**config.mk**
```make
export PLATFORM = sky130hd
export DESIGN_NAME = multicycle_ctrl_flat
export DESIGN_NICKNAME = d
export VERILOG_FILES = /design/src/rtl/multicycle_ctrl_if.sv /design/src/rtl/multicycle_ctrl.sv /design/src/flat_wrapper.sv
export SDC_FILE = /design/constraint.sdc
export NUM_CORES = 1
export LEC_CHECK = 0
export BUFFER_PORTS_ARGS = -buffer_cell sky130_fd_sc_hd__buf_2
export CAP_MARGIN = 10
export CORE_AREA = 2 2 62 64
export DETAILED_ROUTE_END_ITERATION = 16
export DIE_AREA = 0 0 64 66
export PLACE_DENSITY = 0.83
export SETUP_SLACK_MARGIN = 0.05
export SYNTH_ARGS = -nofsm -noshare
export SYNTH_HDL_FRONTEND = slang
export SYNTH_SLANG_ARGS = --single-unit
```
**constraint.sdc**
```tcl
create_clock -name clk -period 2.15 [get_ports clk]
set_input_delay 0.43 -clock clk [delete_from_list [all_inputs] [get_ports clk]]
set_output_delay 0.43 -clock clk [all_outputs]
set_load 0.005 [all_outputs]
```
**src/rtl/multicycle_ctrl_if.sv**
```systemverilog
`default_nettype none
// ============================================================================
// Module      : multicycle_ctrl_if
// Description : Bundles the handshake and datapath-control signals of the
//               multicycle controller.
//               master : controller side (drives requests and strobes)
//               slave  : datapath / memory side (drives acks, opcode, start)
//               Inputs to the controller  : start, opcode[5:0], br_cond,
//                                           imem_ack, dmem_ack
//               Outputs of the controller : imem_req, dmem_req, dmem_we,
//                                           ir_load, dec_en, reg_we, pc_en,
//                                           alu_src_imm, alu_op[3:0],
//                                           pc_src[1:0], busy, halted, err,
//                                           retired[CNT_W-1:0]
// Revision    : 1.0 - initial release
// ============================================================================
interface multicycle_ctrl_if #(
  parameter int CNT_W = 16
);
  logic             start;
  logic [5:0]       opcode;
  logic             br_cond;
  logic             imem_ack;
  logic             dmem_ack;

  logic             imem_req;
  logic             dmem_req;
  logic             dmem_we;
  logic             ir_load;
  logic             dec_en;
  logic             reg_we;
  logic             pc_en;
  logic             alu_src_imm;
  logic [3:0]       alu_op;
  logic [1:0]       pc_src;
  logic             busy;
  logic             halted;
  logic             err;
  logic [CNT_W-1:0] retired;

  modport master (
    input  start, opcode, br_cond, imem_ack, dmem_ack,
    output imem_req, dmem_req, dmem_we, ir_load, dec_en, reg_we, pc_en,
           alu_src_imm, alu_op, pc_src, busy, halted, err, retired
  );

  modport slave (
    output start, opcode, br_cond, imem_ack, dmem_ack,
    input  imem_req, dmem_req, dmem_we, ir_load, dec_en, reg_we, pc_en,
           alu_src_imm, alu_op, pc_src, busy, halted, err, retired
  );
endinterface
`default_nettype wire

```
**src/rtl/multicycle_ctrl.sv**
```systemverilog
`default_nettype none
// ============================================================================
// Module      : multicycle_ctrl
// Description : Control FSM for a multicycle processor datapath.
//               IDLE -> FETCH -> DECODE -> EXEC -> {MEM, WB, FETCH, HALT};
//               memory handshakes are guarded by a wait-cycle timeout that
//               traps into ERR. HALT and ERR are left only through rst.
// Ports       : clk  - clock, rising edge
//               rst  - asynchronous active-high reset
//               bus  - multicycle_ctrl_if.master (handshakes and strobes)
// Parameters  : TIMEOUT - wait cycles allowed on a memory handshake (>= 1)
//               CNT_W   - width of the retired-instruction counter; must
//                         match the CNT_W of the connected interface
// Revision    : 1.0 - initial release
// ============================================================================
module multicycle_ctrl #(
  parameter int TIMEOUT = 15,
  parameter int CNT_W   = 16
) (
  input wire               clk,
  input wire               rst,
  multicycle_ctrl_if.master bus
);

  localparam int WAIT_W = (TIMEOUT > 1) ? $clog2(TIMEOUT) : 1;
  // Counter value seen on the last permitted wait cycle.
  localparam logic [WAIT_W-1:0] c_WAIT_LAST = WAIT_W'(TIMEOUT - 1);
  localparam logic [5:0]        c_OP_HALT   = 6'b111111;

  typedef enum logic [2:0] {
    S_IDLE   = 3'd0,
    S_FETCH  = 3'd1,
    S_DECODE = 3'd2,
    S_EXEC   = 3'd3,
    S_MEM    = 3'd4,
    S_WB     = 3'd5,
    S_HALT   = 3'd6,
    S_ERR    = 3'd7
  } state_t;

  state_t            r_state;
  state_t            w_next;
  logic [3:0]        r_op_q;       // class bits are consumed in EXEC only
  logic [3:0]        w_op_next;
  logic [WAIT_W-1:0] r_wait;
  logic              w_timeout;
  logic [CNT_W-1:0]  r_retired;

  logic              r_imem_req;
  logic              r_dmem_req;
  logic              r_dmem_we;
  logic              r_busy;
  logic              r_halted;
  logic              r_err;

  logic              w_ir_load;
  logic              w_dec_en;
  logic              w_reg_we;
  logic              w_pc_en;
  logic              w_alu_src_imm;
  logic [3:0]        w_alu_op;
  logic [1:0]        w_pc_src;

  assign w_timeout = (r_wait == c_WAIT_LAST);
  assign w_op_next = (r_state == S_EXEC) ? bus.opcode[3:0] : r_op_q;

  // --------------------------------------------------------------------------
  // Next-state decode. On the final wait cycle an ack still takes priority
  // over the timeout.
  // --------------------------------------------------------------------------
  always_comb begin
    w_next = r_state;
    case (r_state)
      S_IDLE:   if (bus.start) w_next = S_FETCH;
      S_FETCH: begin
        if (bus.imem_ack)  w_next = S_DECODE;
        else if (w_timeout) w_next = S_ERR;
      end
      S_DECODE: w_next = S_EXEC;
      S_EXEC: begin
        case (bus.opcode[5:4])
          2'b00, 2'b01: w_next = S_WB;
          2'b10:        w_next = S_MEM;
          default:      w_next = (bus.opcode == c_OP_HALT) ? S_HALT : S_FETCH;
        endcase
      end
      S_MEM: begin
        if (bus.dmem_ack)   w_next = r_op_q[2] ? S_FETCH : S_WB;
        else if (w_timeout) w_next = S_ERR;
      end
      S_WB:     w_next = S_FETCH;
      S_HALT:   w_next = S_HALT;
      S_ERR:    w_next = S_ERR;
      default:  w_next = S_IDLE;
    endcase
  end

  // --------------------------------------------------------------------------
  // Same-cycle strobes. These depend on the current state plus opcode,
  // br_cond and the acks; the request lines are registered separately so an
  // ack never reaches a req output combinationally.
  // --------------------------------------------------------------------------
  always_comb begin
    w_ir_load     = 1'b0;
    w_dec_en      = 1'b0;
    w_reg_we      = 1'b0;
    w_pc_en       = 1'b0;
    w_alu_src_imm = 1'b0;
    w_alu_op      = 4'd0;
    w_pc_src      = 2'b00;
    case (r_state)
      S_FETCH:  w_ir_load = bus.imem_ack;
      S_DECODE: w_dec_en  = 1'b1;
      S_EXEC: begin
        case (bus.opcode[5:4])
          2'b00, 2'b01: begin
            w_alu_op      = bus.opcode[3:0];
            w_alu_src_imm = bus.opcode[3];
          end
          2'b11: begin
            if (!bus.opcode[3]) begin
              w_pc_en  = 1'b1;
              w_pc_src = bus.br_cond ? 2'b01 : 2'b00;
            end else if (bus.opcode != c_OP_HALT) begin
              w_pc_en  = 1'b1;
              w_pc_src = 2'b10;
            end
          end
          default: ;
        endcase
      end
      // A completed store retires here; a load retires in WB.
      S_MEM:    w_pc_en = bus.dmem_ack & r_op_q[2];
      S_WB: begin
        w_reg_we      = 1'b1;
        w_pc_en       = 1'b1;
        w_alu_op      = r_op_q;
        w_alu_src_imm = r_op_q[3];
      end
      default: ;
    endcase
  end

  // --------------------------------------------------------------------------
  // State, wait counter, retired counter and registered outputs.
  // The registered outputs are loaded from w_next so they line up with the
  // state they describe.
  // --------------------------------------------------------------------------
  always_ff @(posedge clk or posedge rst) begin
    if (rst) begin
      r_state    <= S_IDLE;
      r_op_q     <= 4'd0;
      r_wait     <= '0;
      r_retired  <= '0;
      r_imem_req <= 1'b0;
      r_dmem_req <= 1'b0;
      r_dmem_we  <= 1'b0;
      r_busy     <= 1'b0;
      r_halted   <= 1'b0;
      r_err      <= 1'b0;
    end else begin
      r_state <= w_next;
      r_op_q  <= w_op_next;

      if (w_next != r_state)
        r_wait <= '0;
      else if (r_state == S_FETCH || r_state == S_MEM)
        r_wait <= r_wait + 1'b1;

      if (w_pc_en)
        r_retired <= r_retired + 1'b1;

      r_imem_req <= (w_next == S_FETCH);
      r_dmem_req <= (w_next == S_MEM);
      r_dmem_we  <= (w_next == S_MEM) & w_op_next[2];
      r_busy     <= (w_next == S_FETCH) || (w_next == S_DECODE) ||
                    (w_next == S_EXEC)  || (w_next == S_MEM)    ||
                    (w_next == S_WB);
      r_halted   <= (w_next == S_HALT);
      r_err      <= (w_next == S_ERR);
    end
  end

  assign bus.imem_req    = r_imem_req;
  assign bus.dmem_req    = r_dmem_req;
  assign bus.dmem_we     = r_dmem_we;
  assign bus.ir_load     = w_ir_load;
  assign bus.dec_en      = w_dec_en;
  assign bus.reg_we      = w_reg_we;
  assign bus.pc_en       = w_pc_en;
  assign bus.alu_src_imm = w_alu_src_imm;
  assign bus.alu_op      = w_alu_op;
  assign bus.pc_src      = w_pc_src;
  assign bus.busy        = r_busy;
  assign bus.halted      = r_halted;
  assign bus.err         = r_err;
  assign bus.retired     = r_retired;

endmodule
`default_nettype wire

```
**src/flat_wrapper.sv**
```systemverilog
// flat-port wrapper written by rule: the top's interface ports become plain ports
module multicycle_ctrl_flat 
#(
  parameter int TIMEOUT = 15,
  parameter int CNT_W   = 16
)
  (clk, rst, bus_start, bus_opcode, bus_br_cond, bus_imem_ack, bus_dmem_ack, bus_imem_req, bus_dmem_req, bus_dmem_we, bus_ir_load, bus_dec_en, bus_reg_we, bus_pc_en, bus_alu_src_imm, bus_alu_op, bus_pc_src, bus_busy, bus_halted, bus_err, bus_retired);
  multicycle_ctrl_if #(.CNT_W(CNT_W)) bus_i ();
  input wire clk;
  input wire rst;
  input wire logic [$bits(bus_i.start)-1:0] bus_start;
  input wire logic [$bits(bus_i.opcode)-1:0] bus_opcode;
  input wire logic [$bits(bus_i.br_cond)-1:0] bus_br_cond;
  input wire logic [$bits(bus_i.imem_ack)-1:0] bus_imem_ack;
  input wire logic [$bits(bus_i.dmem_ack)-1:0] bus_dmem_ack;
  output wire logic [$bits(bus_i.imem_req)-1:0] bus_imem_req;
  output wire logic [$bits(bus_i.dmem_req)-1:0] bus_dmem_req;
  output wire logic [$bits(bus_i.dmem_we)-1:0] bus_dmem_we;
  output wire logic [$bits(bus_i.ir_load)-1:0] bus_ir_load;
  output wire logic [$bits(bus_i.dec_en)-1:0] bus_dec_en;
  output wire logic [$bits(bus_i.reg_we)-1:0] bus_reg_we;
  output wire logic [$bits(bus_i.pc_en)-1:0] bus_pc_en;
  output wire logic [$bits(bus_i.alu_src_imm)-1:0] bus_alu_src_imm;
  output wire logic [$bits(bus_i.alu_op)-1:0] bus_alu_op;
  output wire logic [$bits(bus_i.pc_src)-1:0] bus_pc_src;
  output wire logic [$bits(bus_i.busy)-1:0] bus_busy;
  output wire logic [$bits(bus_i.halted)-1:0] bus_halted;
  output wire logic [$bits(bus_i.err)-1:0] bus_err;
  output wire logic [$bits(bus_i.retired)-1:0] bus_retired;
  assign bus_i.start = bus_start;
  assign bus_i.opcode = bus_opcode;
  assign bus_i.br_cond = bus_br_cond;
  assign bus_i.imem_ack = bus_imem_ack;
  assign bus_i.dmem_ack = bus_dmem_ack;
  assign bus_imem_req = bus_i.imem_req;
  assign bus_dmem_req = bus_i.dmem_req;
  assign bus_dmem_we = bus_i.dmem_we;
  assign bus_ir_load = bus_i.ir_load;
  assign bus_dec_en = bus_i.dec_en;
  assign bus_reg_we = bus_i.reg_we;
  assign bus_pc_en = bus_i.pc_en;
  assign bus_alu_src_imm = bus_i.alu_src_imm;
  assign bus_alu_op = bus_i.alu_op;
  assign bus_pc_src = bus_i.pc_src;
  assign bus_busy = bus_i.busy;
  assign bus_halted = bus_i.halted;
  assign bus_err = bus_i.err;
  assign bus_retired = bus_i.retired;
  multicycle_ctrl #(.TIMEOUT(TIMEOUT), .CNT_W(CNT_W)) u_core (.clk(clk), .rst(rst), .bus(bus_i));
endmodule
```
==> metrics <==
CP Cell Sequence buf_4 > buf_4 > nor4bb_1 > buf_2; RSZ-0062 raised after global routing yes; CP endpoint kind output port; die height 66 um; die area 4220 um^2; final setup vio count 0; Post-Layout Cell Count 263; Final min period 2060 ps; # H-tree levels 2; clk root buf clkbuf_4; CTS clk-pin slew, worst paths 110 ps; ANT cells 0; Critical Path AT 1630 ps; antenna violations before repair 0; Crit Path Category flip-flop to output port; filler instances 314; Initial Utilization 49.3%; port bufs 44; top cell type's share of synthesized area 47.1%; Final ANT Viol Nets 0; grt ovf 0; Die Width 64 um; Final Max Slew Viols 0; cell taking the most area after synthesis dfrtp_1; total power 2.37 mW; placed cell areas 2040 um^2; First DRT Iteration DRCs 106; clock tree buffer depth 2; clock sink total 33; Tightest Pin Transition 577 ps; DP HPWL 2.73 mm; dpl cells 251; predominant post-synthesis flop cell dfrtp_1; Reg area 828 um^2; number of CTS-inserted buffers 5; largest net degree at the start of global routing 34; core area 3550 um^2; launch point of the worst reg-to-reg path u_core.r_state[2]; worst vdd ir 0.639 mV; Avg WL per Cell 14.8 um; Mapped Cells 159; Via-to-Cell Ratio 5.63; most numerous cell in the Yosys netlist dfrtp_1; Total GRT Usage 19.3%; hold_ws 153 ps; drc violations 0; post-synthesis async set-or-reset flop share 100%; layout cells sized above 1 35.8%; slowest stage delay, CP 470 ps; Std-Cell Rows 22; post-route cell area 2180 um^2; worst skew pair latency 340 ps; Synth area leaders dfrtp_1 (47%), xnor2_1 (6.5%), nor4_4 (3.6%); Hold Fails Final Rpt 0; # IOs 45; final wirelength 3.89 mm; Top Family by Delay on Critical Path buffers and inverters; Sum Neg Setup Slack 0 ps; Tcrit/Tclk final 95.6%; wire length of the first global-routing pass 6.33 mm; Startpoint Class flip-flop; Avg Cell Area, Syn 11.0 um^2; Static Leak 1.11 nW; pre-CTS setup slack 156 ps; EDFF count, synth 0; Post-synth top cells dfrtp_1 (33), xnor2_1 (13), nand2_1 (11); CP Buf/Inv Count 3; status complete, no violations; Yosys cell types 43; Max Fclk 486 MHz; Mapped Area 1750 um^2; Layout Utilization 61.5%; vias 1,482; reg2reg end u_core.bus.retired[14]; Worst Skew 11.7 ps; vias in the first global route 1,369; Rel. slew slack 61.1%; FF-to-FF setup slack 240 ps; iteration count of the initial detailed-routing pass 4; area of the multi-input gates 880 um^2; warnings from Yosys 0; Nets 229; power density over the cells 1080 nW/um^2; Area Overhead vs Synth 24.7%; Reg2Reg Depth 6; post-synthesis register bit count 33; register area share after synthesis 47.1%; CTS tree done; Hold Path Class input pin to async pin; gp weighted congestion 0.837; critical path peak fanout 7; Max-cap violations 0; hold buffer count at CTS 0; critical path required time 1720 ps; Worst Setup Slack, final 93.8 ps; syn nets 174; Worst path most repeated cell buf_4; Worst path slowest cell dfrtp_2
[sequential cells by signal (all words and copies together) (netlist names), 3 cells and up]
name / flops
u_core.bus.retired: 16
u_core.r_op_q: 4
u_core.r_state: 3
u_core.r_wait: 4
[where the power goes]
| group | total, mW | internal, mW | switching [mW] |
|---|---|---|---|
| combinational | 0.946 | 0.458 | 0.488 |
| clock | 0.470 | 0.246 | 0.224 |
| sequential | 0.950 | 0.776 | 0.174 |
| total | 2.37 | 1.48 | 0.886 |
[worst max path at each step]
| stage | startpoint | to | slack [ps] | cells after the start |
|---|---|---|---|---|
| after floorplan | u_core.r_state[2] | bus_alu_op[3] | 460 | 5 |
| after global placement | bus_opcode[3] | u_core.bus.retired[11] | 260 | 6 |
| after detailed placement | bus_opcode[3] | u_core.bus.retired[14] | 160 | 6 |
| after CTS | u_core.r_state[1] | bus_alu_op[3] | 70 | 4 |
| after global routing | u_core.r_state[2] | bus_ir_load | 2 | 4 |
| final | u_core.r_state[2] | bus_ir_load | 90 | 4 |
[cell type report]
type	count	share of cell area, %
multi-input combinational	112	40.3
sequential	33	37.9
timing repair buffer	54	13.9
tap	48	2.75
clock inverter	3	2.12
clock buffer	5	1.72
inverter	8	1.37
[per-layer routing]
| layer | vias up | GRT usage (%) | wire, um |
|---|---|---|---|
| met5 | - | 0 | 0 |
| met3 | 7 | 3.41 | 225 |
| met4 | 0 | 7.61 | 53 |
| li1 | 688 | - | - |
| met2 | 55 | 31.8 | 1970 |
| met1 | 732 | 25.5 | 1640 |
[repair_timing]
item / in CTS / in global routing
buffers inserted: 1 / 3
gates resized for setup: 4 / 5
pin swaps: 1 / 2
setup endpoints to repair: 6 / 7
[cells in the final DEF (no fill, tap or decap), types with 2 or more instances in the layout]
cell type	netlist	routed
nor4_4	3	3
nand4_1	7	7
nor3b_1	3	3
clkbuf_4	0	5
dfrtp_1	33	31
a22o_1	4	4
dfrtp_2	0	2
nor3_1	8	8
nand2b_1	2	2
and4_1	3	3
o21ai_0	2	2
and3_1	4	4
nand2_1	11	11
a211o_1	2	2
buf_2	3	44
xor2_1	6	6
ha_1	3	3
or3b_1	2	2
a21oi_1	4	4
nor4_1	3	2
inv_1	7	7
nor2_1	4	2
xnor2_1	13	13
nand3_1	7	7
buf_4	2	9
nand3b_1	2	2
mux2_2	3	3
[cell families (layout without fill, tap and decap cells)]
logic type | after synthesis | in the layout | synth area share, %
and+or+nand+nor | 66 | 66 | 26.0
DFF | 33 | 33 | 47.1
AOI/OAI and AO/OA | 21 | 21 | 9.22
xor gates and xnor gates | 19 | 19 | 9.50
buffers and inverters | 14 | 70 | 4.07
adders and majority gates | 3 | 3 | 2.14
muxes | 3 | 3 | 1.93
[worst register-to-register path: stages (launching register included)]
cell,delay (ps)
dfrtp_2,470
nand3b_4,190
o32a_1,380
buf_4,170
buf_4,170
nor4_4,290
xor2_1,170
(Power assumes the default switching activity.)
